## src/rtl/add_sub_pkg.sv

```systemverilog
// Shared definitions for the nibble-serial add/subtract unit.
package add_sub_pkg;

    // Width of the shared adder slice
    localparam int NIB_W = 4;

    // Controller states
    typedef enum logic [1:0] {
        ST_IDLE = 2'd0,
        ST_RUN  = 2'd1,
        ST_DONE = 2'd2
    } state_e;

endpackage

```

## src/rtl/add_sub_seq_nibble_add.sv

```systemverilog
// Combinational 4-bit adder slice with carry in/out, reused every nibble.
module nibble_add
    import add_sub_pkg::*;
(
    input  logic [NIB_W-1:0] a,
    input  logic [NIB_W-1:0] b,
    input  logic             cin,
    output logic [NIB_W-1:0] s,
    output logic             cout
);

    // One extra bit of headroom captures the carry out of the slice
    assign {cout, s} = {1'b0, a} + {1'b0, b} + {{NIB_W{1'b0}}, cin};

endmodule

```

## src/rtl/add_sub_seq.sv

```systemverilog
// Multi-cycle WIDTH-bit add/subtract built on one 4-bit slice, LSB nibble first.
module add_sub_seq
    import add_sub_pkg::*;
#(
    parameter int WIDTH = 16
) (
    input  logic             clk,
    input  logic             rst,
    input  logic             start_valid,
    output logic             start_ready,
    input  logic [WIDTH-1:0] a,
    input  logic [WIDTH-1:0] b,
    input  logic             sub,
    output logic             res_valid,
    input  logic             res_ready,
    output logic [WIDTH-1:0] s,
    output logic             overflow,
    output logic             zero,
    output logic             out_c
);

    localparam int NIBS  = WIDTH / NIB_W;
    localparam int IDX_W = (NIBS > 1) ? $clog2(NIBS) : 1;
    localparam logic [IDX_W-1:0] LAST_IDX = IDX_W'(NIBS - 1);

    state_e             state_q, state_d;
    logic [WIDTH-1:0]   a_q, a_d;
    logic [WIDTH-1:0]   b_q, b_d;
    logic [WIDTH-1:0]   p_q, p_d;
    logic [IDX_W-1:0]   idx_q, idx_d;
    logic               carry_q, carry_d;
    logic [WIDTH-1:0]   s_q, s_d;
    logic               ovf_q, ovf_d;
    logic               zero_q, zero_d;
    logic               out_c_q, out_c_d;

    logic [NIB_W-1:0]   nib_a, nib_b, nib_s;
    logic               nib_c;

    // Current nibble of each operand feeds the shared slice
    assign nib_a = a_q[idx_q*NIB_W +: NIB_W];
    assign nib_b = b_q[idx_q*NIB_W +: NIB_W];

    nibble_add u_nibble_add (
        .a    (nib_a),
        .b    (nib_b),
        .cin  (carry_q),
        .s    (nib_s),
        .cout (nib_c)
    );

    // Handshake outputs follow the state directly
    assign start_ready = (state_q == ST_IDLE);
    assign res_valid   = (state_q == ST_DONE);
    assign s           = s_q;
    assign overflow    = ovf_q;
    assign zero        = zero_q;
    assign out_c       = out_c_q;

    // Next-state logic: latch command, walk nibbles, publish result, wait for consumer
    always_comb begin
        state_d = state_q;
        a_d     = a_q;
        b_d     = b_q;
        p_d     = p_q;
        idx_d   = idx_q;
        carry_d = carry_q;
        s_d     = s_q;
        ovf_d   = ovf_q;
        zero_d  = zero_q;
        out_c_d = out_c_q;
        case (state_q)
            ST_IDLE: begin
                if (start_valid) begin
                    // Subtraction becomes a + ~b + 1, so the +1 rides in on the carry
                    a_d     = a;
                    b_d     = b ^ {WIDTH{sub}};
                    carry_d = sub;
                    idx_d   = '0;
                    state_d = ST_RUN;
                end
            end
            ST_RUN: begin
                p_d[idx_q*NIB_W +: NIB_W] = nib_s;
                carry_d = nib_c;
                if (idx_q == LAST_IDX) begin
                    idx_d   = '0;
                    state_d = ST_DONE;
                    s_d     = p_d;
                    out_c_d = nib_c;
                    zero_d  = (p_d == '0);
                    ovf_d   = (a_q[WIDTH-1] == b_q[WIDTH-1]) && (p_d[WIDTH-1] != a_q[WIDTH-1]);
                end else begin
                    idx_d = idx_q + 1'b1;
                end
            end
            ST_DONE: begin
                if (res_ready) begin
                    state_d = ST_IDLE;
                end
            end
            default: begin
                state_d = ST_IDLE;
            end
        endcase
    end

    // State and datapath registers with synchronous reset
    always_ff @(posedge clk) begin
        if (rst) begin
            state_q <= ST_IDLE;
            a_q     <= '0;
            b_q     <= '0;
            p_q     <= '0;
            idx_q   <= '0;
            carry_q <= 1'b0;
            s_q     <= '0;
            ovf_q   <= 1'b0;
            zero_q  <= 1'b0;
            out_c_q <= 1'b0;
        end else begin
            state_q <= state_d;
            a_q     <= a_d;
            b_q     <= b_d;
            p_q     <= p_d;
            idx_q   <= idx_d;
            carry_q <= carry_d;
            s_q     <= s_d;
            ovf_q   <= ovf_d;
            zero_q  <= zero_d;
            out_c_q <= out_c_d;
        end
    end

endmodule
```

## config.mk

```make
export PLATFORM = sky130hd
export DESIGN_NAME = add_sub_seq
export DESIGN_NICKNAME = d
export VERILOG_FILES = /design/src/rtl/add_sub_pkg.sv /design/src/rtl/add_sub_seq_nibble_add.sv /design/src/rtl/add_sub_seq.sv
export SDC_FILE = /design/constraint.sdc
export NUM_CORES = 1
export LEC_CHECK = 0
export BUFFER_PORTS_ARGS = -buffer_cell sky130_fd_sc_hd__buf_2
export CORE_MARGIN = 2
export CORE_UTILIZATION = 40
export CTS_CLUSTER_SIZE = 25
export DETAILED_ROUTE_END_ITERATION = 12
export GPL_TIMING_DRIVEN = 0
export PLACE_DENSITY_LB_ADDON = 0.15
export RECOVER_POWER = 100
export SYNTH_ARGS = -nofsm -noshare
export SYNTH_HDL_FRONTEND = slang
export SYNTH_HIERARCHICAL = 1
export SYNTH_SLANG_ARGS = --single-unit
```

## constraint.sdc

```tcl
create_clock -name clk -period 3.9 [get_ports clk]
set_input_delay 0.195 -clock clk [delete_from_list [all_inputs] [get_ports clk]]
set_output_delay 0.195 -clock clk [all_outputs]
set_load 0.1 [all_outputs]
```

==> results of run 1 <==
[flip-flops by register name, indices dropped and copies added, names as in the netlist, 2 cells and up]
register	count
idx_q	2
p_q	16
b_q	16
state_q	2
s	16
a_q	16
[worst paths after layout]
path	start	endpoint	slack [ps]	cells after the start
hold / removal	a[5]	a_q[5]$_SDFFE_PP0P_	80	3
setup reg to reg	idx_q[0]$_SDFFE_PP0P_	overflow$_SDFFE_PP0P_	230	10
hold reg to reg	a_q[12]$_SDFFE_PP0P_	a_q[12]$_SDFFE_PP0P_	460	2
setup / recovery	idx_q[0]$_SDFFE_PP0P_	overflow$_SDFFE_PP0P_	230	10
[layout make-up]
type                       count  area, um2  area share
buffer                        31        129      0.0323
clock buffer                  11        151      0.0379
clock inverter                 5        103      0.0257
inverter                       9       33.8     0.00846
multi-input combinational    266       1750       0.439
sequential                    72       1440       0.361
tap                          105        131      0.0329
timing repair buffer          55        249      0.0624
[power groups by stage]
| stage | clock network, mW | registers [mW] | logic, mW |
|---|---|---|---|
| after floorplan | 0 | 0.802 | 0.194 |
| after global placement | 0 | 0.805 | 0.271 |
| after detailed placement | 0 | 0.806 | 0.274 |
| after global routing | 0.792 | 0.794 | 0.305 |
| after CTS | 0.750 | 0.789 | 0.275 |
| final | 0.739 | 0.789 | 0.273 |
[placed cells by master, fill, tap and decap left out, drive strengths merged, types with 6 or more instances in the layout]
cell	count
clkbuf	58
xnor2	18
inv	9
dfxtp	72
a32oi	6
nand2	43
a22oi	7
nor3	9
nor2	59
ha	9
a21oi	25
mux4	8
a221oi	9
buf	39
a211oi	28
[logic make-up after synthesis]
group,synth area share
flops,0.429
mux,0.0536
xor+xnor,0.0469
fa+ha+maj,0.0454
simple gates,0.190
compound gates,0.187
buf+inv,0.0488
[worst reg2reg max path: stages (launching register included)]
cell and delay (ps):
sky130_fd_sc_hd__dfxtp_1 540, sky130_fd_sc_hd__buf_2 390, sky130_fd_sc_hd__mux4_2 590, sky130_fd_sc_hd__fa_1 450
sky130_fd_sc_hd__a21o_1 180, sky130_fd_sc_hd__a21oi_2 140, sky130_fd_sc_hd__xnor2_1 120, sky130_fd_sc_hd__clkbuf_1 410
sky130_fd_sc_hd__a22oi_2 170, sky130_fd_sc_hd__or3_1 340, sky130_fd_sc_hd__a311oi_1 260
[cells in the mapped netlist (2+ instances only)]
cell type and instances:
sky130_fd_sc_hd__inv_1 9, sky130_fd_sc_hd__a211oi_1 28, sky130_fd_sc_hd__mux4_2 8, sky130_fd_sc_hd__and2b_1 4, sky130_fd_sc_hd__fa_1 2, sky130_fd_sc_hd__nor2_1 57
sky130_fd_sc_hd__clkbuf_1 24, sky130_fd_sc_hd__xnor2_1 18, sky130_fd_sc_hd__nand3_1 4, sky130_fd_sc_hd__dfxtp_1 72, sky130_fd_sc_hd__nor4_1 3, sky130_fd_sc_hd__a22oi_1 6
sky130_fd_sc_hd__a221oi_1 9, sky130_fd_sc_hd__a21oi_1 24, sky130_fd_sc_hd__a32oi_1 6, sky130_fd_sc_hd__nor3_1 9, sky130_fd_sc_hd__buf_2 5, sky130_fd_sc_hd__nand2b_1 5
sky130_fd_sc_hd__ha_1 9, sky130_fd_sc_hd__a31oi_1 5, sky130_fd_sc_hd__nor2b_1 3, sky130_fd_sc_hd__nand2_1 43, sky130_fd_sc_hd__and2_1 4
[per-stage QoR]
| step | instance area, um2 | std cells | worst slack, ps | power [mW] |
|---|---|---|---|---|
| 2_1_floorplan | 3360 | 378 | 759 | 0.996 |
| 3_5_place_dp | 3770 | 538 | 242 | 1.08 |
| 4_1_cts | 4020 | 554 | 210 | 1.81 |
| 5_1_grt | 3990 | 554 | 3.91 | 1.89 |
| 6_report | 3990 | 554 | 233 | 1.80 |
| 3_3_place_gp | 3770 | 538 | 231 | 1.08 |
[per-layer routing]
layer	track usage	share of wire	wire (um)	vias up
li1	-	-	-	1460
met3	0.0569	0.040	332	2
met5	0	0	0	-
met4	0.0524	0.0046	38	0
met2	0.321	0.48	3970	69
met1	0.250	0.47	3900	1317
==> results_tabular.tex, run 1 <==
\begin{tabular}{lr}
\hline
Metric & Value \\
\hline
\multicolumn{2}{l}{\textbf{Run status}} \\
Outcome & finished clean \\
\multicolumn{2}{l}{\textbf{Route}} \\
Drt pass-1 iters & 4 \\
Post-route DRC & 0 \\
Final ANT Viol Nets & 0 \\
Routed WL per cell & 14.9 um \\
Initial drt markers & 140 \\
WL final & 8230 um \\
Total via count after detailed routing & 2,848 \\
Routed vias/inst & 5.14 \\
\multicolumn{2}{l}{\textbf{Floorplanning}} \\
Die Y & $\sim$96 um \\
Std cell rows & 33 \\
Width of the chip & 95.7 um \\
Initial Util & 0.411 \\
I/O pin cnt & 58 \\
DIE AREA & 9150 um2 \\
CORE AREA & approximately 8200 um2 \\
\multicolumn{2}{l}{\textbf{Placement}} \\
Post-DP HPWL & between 5000 and 6000 um \\
Number of buffers inserted by port buffering & 55 \\
Placer Congestion & 0.835 \\
\multicolumn{2}{l}{\textbf{Layout}} \\
Proportion of layout cells with a drive suffix above 1 & 0.151 \\
Antenna Diode Count & 0 \\
Number of filler cells placed in the layout & $\sim$850 \\
Area overhead of the layout relative to synthesis & 18.8\% \\
Share of the core filled with cells & 0.488 \\
Final net count & 492 \\
\multicolumn{2}{l}{\textbf{STA}} \\
Unrepaired setup endpoints after global routing & no \\
Relative slew slack & 0.226 \\
Crit path time final & 3670 ps \\
Total negative setup slack & 0 ps \\
Clock Skews & about 8.3 ps \\
Count of pins over their slew limit & 0 \\
Max Clk Rate & 273 MHz \\
Share of the clock period used by the worst path & 0.940 \\
Hold Slack & $\sim$77 ps \\
Least-Margin Pin Slew & 1170 ps \\
Hold Vio Cnt, Final & 0 \\
Count of final setup violators & 0 \\
\multicolumn{2}{l}{\textbf{Clock tree}} \\
Clock H-tree levels & 3 \\
\# resized after CTS & 0 \\
Hold-fix buffer count after cts & 0 \\
CTS tree & done \\
Deepest clock path buffer count & 2 \\
Clock sink count & 72 \\
Number of buffers created by CTS & 9 \\
Post-CTS Repair Setup Buffers & 0 \\
Clock Tree Root & sky130\_fd\_sc\_hd\_\_clkbuf\_8 \\
Clock latency of the later-clocked register in the worst-skew pair & 350 ps \\
Clock transition at the register clock pins on the worst setup and hold paths after CTS & roughly 80 ps \\
\multicolumn{2}{l}{\textbf{Yosys}} \\
Number of cells produced by synthesis & 378 \\
Net count after synthesis & 426 \\
Count of flip-flops with a built-in enable after synthesis & 0 \\
Per-instance average area after synthesis & 8.89 um2 \\
Portion of the post-synthesis area used by sequential elements & 0.429 \\
Most used flip-flop cell after synthesis & sky130\_fd\_sc\_hd\_\_dfxtp\_1 \\
Post-synthesis cell area & 3360 um2 \\
Post-synthesis register bit count & 72 \\
Async set-or-reset flop fraction in the synthesized netlist & 0 \\
Distinct cell type count after synthesis & 44 \\
Largest area contributor in the netlist & sky130\_fd\_sc\_hd\_\_dfxtp\_1 \\
Top cells by area in the synthesized netlist & sky130\_fd\_sc\_hd\_\_dfxtp\_1 (43\%), sky130\_fd\_sc\_hd\_\_nor2\_1 (6.4\%), sky130\_fd\_sc\_hd\_\_a211oi\_1 (6.3\%) \\
Synth top area share & 0.429 \\
Total number of yosys warnings & 6 \\
\multicolumn{2}{l}{\textbf{Power}} \\
Switching part of the total power & 0.261 \\
Worst IR Drop VDD & 0.000229 V \\
Share of power burned in the clock network & 0.411 \\
Leakage power & 1.46 nW \\
Sequential power share & 0.438 \\
Combinational share of power & 0.151 \\
P\_sw & 471 uW \\
Int Pwr & 1.33 mW \\
Power per unit of standard cell area & 451 nW/um2 \\
\multicolumn{2}{l}{\textbf{Setup path}} \\
Critical Path End Type & register \\
Slowest library cell on the worst path & sky130\_fd\_sc\_hd\_\_mux4\_2 \\
Endpoint arrival time on the critical path & 3920 ps \\
Ordered cell list for the critical path & buf\_2 > mux4\_2 > fa\_1 > a21o\_1 > a21oi\_2 > xnor2\_1 > clkbuf\_1 > a22oi\_2 > or3\_1 > a311oi\_1 \\
Crit Path Category & reg2reg \\
Gate family responsible for the most delay along the worst path & buffers and inverters \\
Worst path buffer plus inverter count & 2 \\
Required arrival time at the worst endpoint & 4150 ps \\
Kind of launch point of the worst setup path & register \\
CP max FO & 10 \\
Delay of the slowest cell on the worst path & 580 ps \\
\multicolumn{2}{l}{\textbf{Run}} \\
Max-cap check violation count & 0 \\
\multicolumn{2}{l}{\textbf{Hold path}} \\
Path category of the worst min-delay check & in2reg \\
\multicolumn{2}{l}{\textbf{GRT}} \\
Gr ovfl total & 0 \\
Largest net degree at the start of global routing & 13 \\
Aggregate global-route resource usage & 0.195 \\
Wire length of the first global-routing pass & 13,500 um \\
Via count of the first global-routing pass & 2,676 \\
Initial antenna violation count & 0 \\
\hline
\end{tabular}
(Power assumes the default switching activity.)
==> run 2, diff against run 1 <==
- clock period: 3.9 -> 4.63 ns (I/O delays scaled with it)
==> run 2 against run 1 <==
Compared with the run above: clock power down 16%; wire length about the same; clock skew rose by 0.91 ps; critical path depth did not move; global-route usage stayed put; register-to-register slack improved by 440 ps; first-iteration DRC count is the same; flip-flop and latch count did not move; sequential power down 16%; via count is 0.11% higher; sequential share of layout area hardly changed; die area stayed put; critical endpoint unchanged; largest cell class unchanged; highest routed layer unchanged.
==> results_tabular.tex, run 2 (synthesis results as in run 1) <==
\begin{tabular}{lr}
\hline
Metric & Value \\
\hline
\multicolumn{2}{l}{\textbf{Layout}} \\
Proportion of layout cells with a drive suffix above 1 & 0.149 \\
Commonest non-fill, non-tap cells in the layout & sky130\_fd\_sc\_hd\_\_dfxtp\_1 (72), sky130\_fd\_sc\_hd\_\_nor2\_1 (58), sky130\_fd\_sc\_hd\_\_clkbuf\_1 (48), sky130\_fd\_sc\_hd\_\_nand2\_1 (43), sky130\_fd\_sc\_hd\_\_buf\_2 (37) \\
Antenna Diode Count & 0 \\
Final net count & between 400 and 500 \\
Area overhead of the layout relative to synthesis & 18.7\% \\
Commonest non-fill, non-tap cell in the layout & sky130\_fd\_sc\_hd\_\_dfxtp\_1 \\
\multicolumn{2}{l}{\textbf{Route}} \\
Routed WL per cell & 14.9 um \\
Initial drt markers & 140 \\
WL final & a little over 8000 um \\
Post-route DRC & 0 \\
Routed vias/inst & about 5 \\
Drt pass-1 iters & 4 \\
Total via count after detailed routing & approximately 2.9k \\
Final ANT Viol Nets & 0 \\
\multicolumn{2}{l}{\textbf{Floorplanning}} \\
Width of the chip & 95.7 um \\
CORE AREA & 8180 um2 \\
I/O pin cnt & 58 \\
Die Y & 95.7 um \\
DIE AREA & 9150 um2 \\
Initial Util & 0.411 \\
Std cell rows & 33 \\
\multicolumn{2}{l}{\textbf{GRT}} \\
Initial antenna violation count & 0 \\
Via count of the first global-routing pass & $\sim$2.7k \\
Largest net degree at the start of global routing & 13 \\
Gr ovfl total & 0 \\
Wire length of the first global-routing pass & between 10,000 and 15,000 um \\
Aggregate global-route resource usage & 0.195 \\
\multicolumn{2}{l}{\textbf{Setup path}} \\
Required arrival time at the worst endpoint & approximately 4900 ps \\
CP max FO & 10 \\
Critical Path End Type & register \\
Kind of launch point of the worst setup path & register \\
Endpoint arrival time on the critical path & 4220 ps \\
Crit Path Category & reg2reg \\
\multicolumn{2}{l}{\textbf{Clock tree}} \\
Clock transition at the register clock pins on the worst setup and hold paths after CTS & 80 ps \\
\# resized after CTS & 0 \\
CTS tree & done \\
Post-CTS Repair Setup Buffers & 0 \\
Hold-fix buffer count after cts & 0 \\
Clock sink count & 72 \\
Clock H-tree levels & 3 \\
Number of buffers created by CTS & 9 \\
Clock latency of the later-clocked register in the worst-skew pair & 350 ps \\
Clock Tree Root & sky130\_fd\_sc\_hd\_\_clkbuf\_8 \\
Deepest clock path buffer count & 2 \\
\multicolumn{2}{l}{\textbf{Power}} \\
Worst IR Drop VDD & 0.000193 V \\
Power per unit of standard cell area & 380 nW/um2 \\
Leakage power & around 1.5 nW \\
\multicolumn{2}{l}{\textbf{Placement}} \\
Post-DP HPWL & 5870 um \\
Number of buffers inserted by port buffering & 55 \\
Setup slack at placement & 972 ps \\
Placer Congestion & 0.835 \\
\multicolumn{2}{l}{\textbf{STA}} \\
Count of final setup violators & 0 \\
Total negative setup slack & 0 ps \\
Share of the clock period used by the worst path & 0.855 \\
Relative slew slack & 0.226 \\
Max Clk Rate & 253 MHz \\
Hold Vio Cnt, Final & 0 \\
Unrepaired setup endpoints after global routing & no \\
Crit path time final & approximately 4000 ps \\
Least-Margin Pin Slew & approximately 1200 ps \\
Post-route setup slack & between 600 and 700 ps \\
Clock Skews & 9.18 ps \\
Count of pins over their slew limit & 0 \\
\multicolumn{2}{l}{\textbf{Run}} \\
Max-cap check violation count & 0 \\
\multicolumn{2}{l}{\textbf{Run status}} \\
Outcome & finished clean \\
\multicolumn{2}{l}{\textbf{Hold path}} \\
Path category of the worst min-delay check & in2reg \\
\hline
\end{tabular}
[run 2: cell count changes in the layout (fill, tap and decap cells not counted), sizes merged]
cell | previous run | this run
buf | 39 | 38
clkbuf | 58 | 59
[run 2: metal layers]
layer	share of wire	vias to the layer above	track usage
met5	0	-	0
met2	0.48	69	0.321
li1	-	1460	-
met3	0.039	11	0.0569
met4	0.014	0	0.0524
met1	0.47	1311	0.250
[run 2: layout make-up]
class | instances | area [um2]
Buffer | 31 | 128
Clock buffer | 11 | 151
Clock inverter | 5 | 103
Fill cell | 853 | 4190
Inverter | 9 | 33.8
Multi-Input combinational cell | 266 | 1750
Sequential cell | 72 | 1440
Tap cell | 105 | 131
Timing Repair Buffer | 55 | 249
[run 2: final timing paths]
kind,cells after the start,slack (ps),to,startpoint
min,3,110,a_q[5]$_SDFFE_PP0P_,a[5]
max,10,670,overflow$_SDFFE_PP0P_,idx_q[0]$_SDFFE_PP0P_
max reg2reg,10,670,overflow$_SDFFE_PP0P_,idx_q[0]$_SDFFE_PP0P_
min reg2reg,2,460,a_q[12]$_SDFFE_PP0P_,a_q[12]$_SDFFE_PP0P_
[run 2: per-stage QoR]
step / utilization / area, um2 / power [mW] / std cells / hold WS, ps
floorplan: - / 3360 / 0.839 / 378 / 367
global placement: 0.461 / 3770 / 0.907 / 538 / 442
detailed placement: 0.461 / 3770 / 0.910 / 538 / 445
CTS: 0.492 / 4020 / 1.53 / 554 / 100
global route: 0.488 / 3990 / 1.59 / 554 / 91.1
finish: 0.488 / 3990 / 1.52 / 554 / 110
[run 2: worst max-delay path: stages (launching register included)]
cell and delay, ps:
sky130_fd_sc_hd__dfxtp_1 540, sky130_fd_sc_hd__clkbuf_1 640, sky130_fd_sc_hd__mux4_2 630, sky130_fd_sc_hd__fa_1 450, sky130_fd_sc_hd__a21o_1 180, sky130_fd_sc_hd__a21oi_2 140
sky130_fd_sc_hd__xnor2_1 120, sky130_fd_sc_hd__clkbuf_1 410, sky130_fd_sc_hd__a22oi_2 170, sky130_fd_sc_hd__or3_1 340, sky130_fd_sc_hd__a311oi_1 260
[run 2: power by group]
part	leakage [nW]	switching [mW]	total (mW)	internal, mW
Clock	0.126	0.237	0.624	0.386
Combinational	0.746	0.143	0.229	0.0864
Sequential	0.588	0.0172	0.665	0.647
Total	1.46	0.398	1.52	1.12
==> run 3, diff against run 2 <==
- CELL_PAD_IN_SITES_DETAIL_PLACEMENT: not set -> 0
- CELL_PAD_IN_SITES_GLOBAL_PLACEMENT: not set -> 1
- CTS_BUF_LIST: not set -> sky130_fd_sc_hd__clkbuf_4 sky130_fd_sc_hd__clkbuf_8
- PLACE_DENSITY: not set -> 0.81
- PLACE_DENSITY_LB_ADDON: 0.15 -> not set
==> run 3 against run 2 <==
Compared with the run above: worst setup slack gained 42 ps; cell count is the same; sequential share of layout area grew 0.17 points; first-iteration DRC count shrank 26%; clock power shrank 7.2%; critical path type unchanged; critical endpoint unchanged; largest cell class unchanged; largest power group unchanged.
==> results_tabular.tex, run 3 (synthesis results as in run 1) <==
\begin{tabular}{lr}
\hline
Metric & Value \\
\hline
\multicolumn{2}{l}{\textbf{Layout}} \\
Proportion of layout cells with a drive suffix above 1 & 0.149 \\
Antenna Diode Count & 0 \\
Commonest non-fill, non-tap cells in the layout & sky130\_fd\_sc\_hd\_\_dfxtp\_1 (72), sky130\_fd\_sc\_hd\_\_nor2\_1 (58), sky130\_fd\_sc\_hd\_\_clkbuf\_1 (48), sky130\_fd\_sc\_hd\_\_nand2\_1 (43), sky130\_fd\_sc\_hd\_\_buf\_2 (37) \\
Final net count & $\sim$490 \\
Count of non-filler cells in the finished layout & 554 \\
Area overhead of the layout relative to synthesis & 18.2\% \\
Commonest non-fill, non-tap cell in the layout & sky130\_fd\_sc\_hd\_\_dfxtp\_1 \\
\multicolumn{2}{l}{\textbf{STA}} \\
Crit path time final & 3920 ps \\
Total negative setup slack & 0 ps \\
Share of the clock period used by the worst path & 0.846 \\
Least-Margin Pin Slew & between 1000 and 1500 ps \\
Relative slew slack & 0.222 \\
Post-route setup slack & 712 ps \\
Unrepaired setup endpoints after global routing & no \\
Count of pins over their slew limit & 0 \\
Count of final setup violators & 0 \\
Max Clk Rate & approximately 260 MHz \\
Clock Skews & 10.2 ps \\
Hold Vio Cnt, Final & 0 \\
\multicolumn{2}{l}{\textbf{Power}} \\
Share of power burned in the clock network & 0.394 \\
Worst IR Drop VDD & 0.000151 V \\
Leakage power & 1.45 nW \\
Post-layout total power & roughly 1.5 mW \\
Switching part of the total power & 0.271 \\
P\_sw & 398 uW \\
Sequential power share & 0.452 \\
Int Pwr & 1.07 mW \\
Power per unit of standard cell area & 371 nW/um2 \\
Combinational share of power & 0.155 \\
\multicolumn{2}{l}{\textbf{Setup path}} \\
CP Launch Point & idx\_q[0]\$\_SDFFE\_PP0P\_ \\
Reg-to-reg slack, setup & between 700 and 800 ps \\
Crit Path Category & reg2reg \\
Critical Path End Type & register \\
CP max FO & 10 \\
Required arrival time at the worst endpoint & 4890 ps \\
Kind of launch point of the worst setup path & register \\
Endpoint arrival time on the critical path & between 4000 and 5000 ps \\
Launch point of the worst reg-to-reg path & idx\_q[0]\$\_SDFFE\_PP0P\_ \\
\multicolumn{2}{l}{\textbf{Clock tree}} \\
Deepest clock path buffer count & 2 \\
CTS tree & done \\
Post-CTS Repair Setup Buffers & 0 \\
Clock H-tree levels & 3 \\
Hold-fix buffer count after cts & 0 \\
Clock transition at the register clock pins on the worst setup and hold paths after CTS & 80 ps \\
Clock Tree Root & sky130\_fd\_sc\_hd\_\_clkbuf\_8 \\
Number of buffers created by CTS & 9 \\
Clock sink count & 72 \\
Clock latency of the later-clocked register in the worst-skew pair & around 350 ps \\
\# resized after CTS & 0 \\
\multicolumn{2}{l}{\textbf{Placement}} \\
Number of buffers inserted by port buffering & between 50 and 60 \\
Setup slack at placement & 975 ps \\
Placer Congestion & 0.847 \\
Post-DP HPWL & 6070 um \\
Total instance count after detailed placement & 538 \\
\multicolumn{2}{l}{\textbf{GRT}} \\
Wire length of the first global-routing pass & roughly 14,000 um \\
Via count of the first global-routing pass & 2,856 \\
Largest net degree at the start of global routing & 13 \\
Gr ovfl total & 0 \\
Aggregate global-route resource usage & 0.196 \\
Initial antenna violation count & 0 \\
\multicolumn{2}{l}{\textbf{Route}} \\
Final ANT Viol Nets & 0 \\
Drt pass-1 iters & 4 \\
Total via count after detailed routing & approximately 2.9k \\
Initial drt markers & between 100 and 150 \\
WL final & 8210 um \\
Post-route DRC & 0 \\
Routed vias/inst & about 5.2 \\
Routed WL per cell & $\sim$15 um \\
\multicolumn{2}{l}{\textbf{Run}} \\
Max-cap check violation count & 0 \\
\multicolumn{2}{l}{\textbf{Floorplanning}} \\
Die Y & 95.7 um \\
Width of the chip & 95.7 um \\
DIE AREA & 9150 um2 \\
I/O pin cnt & 58 \\
Initial Util & 0.411 \\
CORE AREA & 8180 um2 \\
Std cell rows & 33 \\
\multicolumn{2}{l}{\textbf{Hold path}} \\
Path category of the worst min-delay check & in2reg \\
Start point of the worst hold path & a[10] \\
\multicolumn{2}{l}{\textbf{Run status}} \\
Outcome & finished clean \\
\hline
\end{tabular}
==> run 3: changes by cell type in the layout (fill, tap and decap cells not counted) <==
| cell | delta |
|---|---|
| sky130_fd_sc_hd__clkinv_2 | -1 |
| sky130_fd_sc_hd__clkbuf_4 | +1 |
| sky130_fd_sc_hd__and2_0 | +1 |
| sky130_fd_sc_hd__bufinv_16 | -1 |
| sky130_fd_sc_hd__and2_1 | -1 |
| sky130_fd_sc_hd__clkinv_4 | +1 |
==> run 3: power groups by stage <==
stage	clock network (mW)	registers (mW)	logic, mW
after global placement	0	0.678	0.227
after global routing	0.610	0.669	0.254
after CTS	0.583	0.665	0.231
after detailed placement	0	0.679	0.230
after floorplan	0	0.676	0.163
final	0.579	0.664	0.228
==> run 3: worst paths after layout <==
kind	endpoint	cells after the start
setup / recovery	overflow$_SDFFE_PP0P_	10
setup reg to reg	overflow$_SDFFE_PP0P_	10
hold reg to reg	a_q[2]$_SDFFE_PP0P_	2
hold / removal	a_q[10]$_SDFFE_PP0P_	3
==> run 3: layout make-up <==
class                      count  area, um2
fill                         870       4200
multi-input combinational    266       1750
timing repair buffer          55        249
clock buffer                  12        159
inverter                       9       33.8
buffer                        31        128
clock inverter                 4       76.3
tap                          105        131
sequential                    72       1440
==> run 3: worst max-delay path, cell delays in order, from the launching register on <==
cell and delay (ps):
sky130_fd_sc_hd__dfxtp_1 540, sky130_fd_sc_hd__clkbuf_1 630, sky130_fd_sc_hd__mux4_2 630, sky130_fd_sc_hd__fa_1 460, sky130_fd_sc_hd__a21o_1 180, sky130_fd_sc_hd__a21oi_2 140, sky130_fd_sc_hd__xnor2_1 130, sky130_fd_sc_hd__clkbuf_1 360
sky130_fd_sc_hd__a22oi_2 150, sky130_fd_sc_hd__or3_1 330, sky130_fd_sc_hd__a311oi_1 260
==> run 3: metrics by stage <==
stage / util / hold WS, ps / instance area, um2
after floorplan: - / 367 / 3360
after global placement: 0.461 / 441 / 3770
after detailed placement: 0.461 / 444 / 3770
after CTS: 0.490 / 105 / 4000
after global routing: 0.486 / 98.0 / 3970
final: 0.486 / 103 / 3970
==> run 3: layer usage <==
metal,vias to the layer above,part of all wire,GRT usage
met5,-,0,0
met2,80,0.48,0.327
met3,9,0.047,0.0435
met4,0,0.014,0.0702
li1,1460,-,-
met1,1329,0.46,0.249
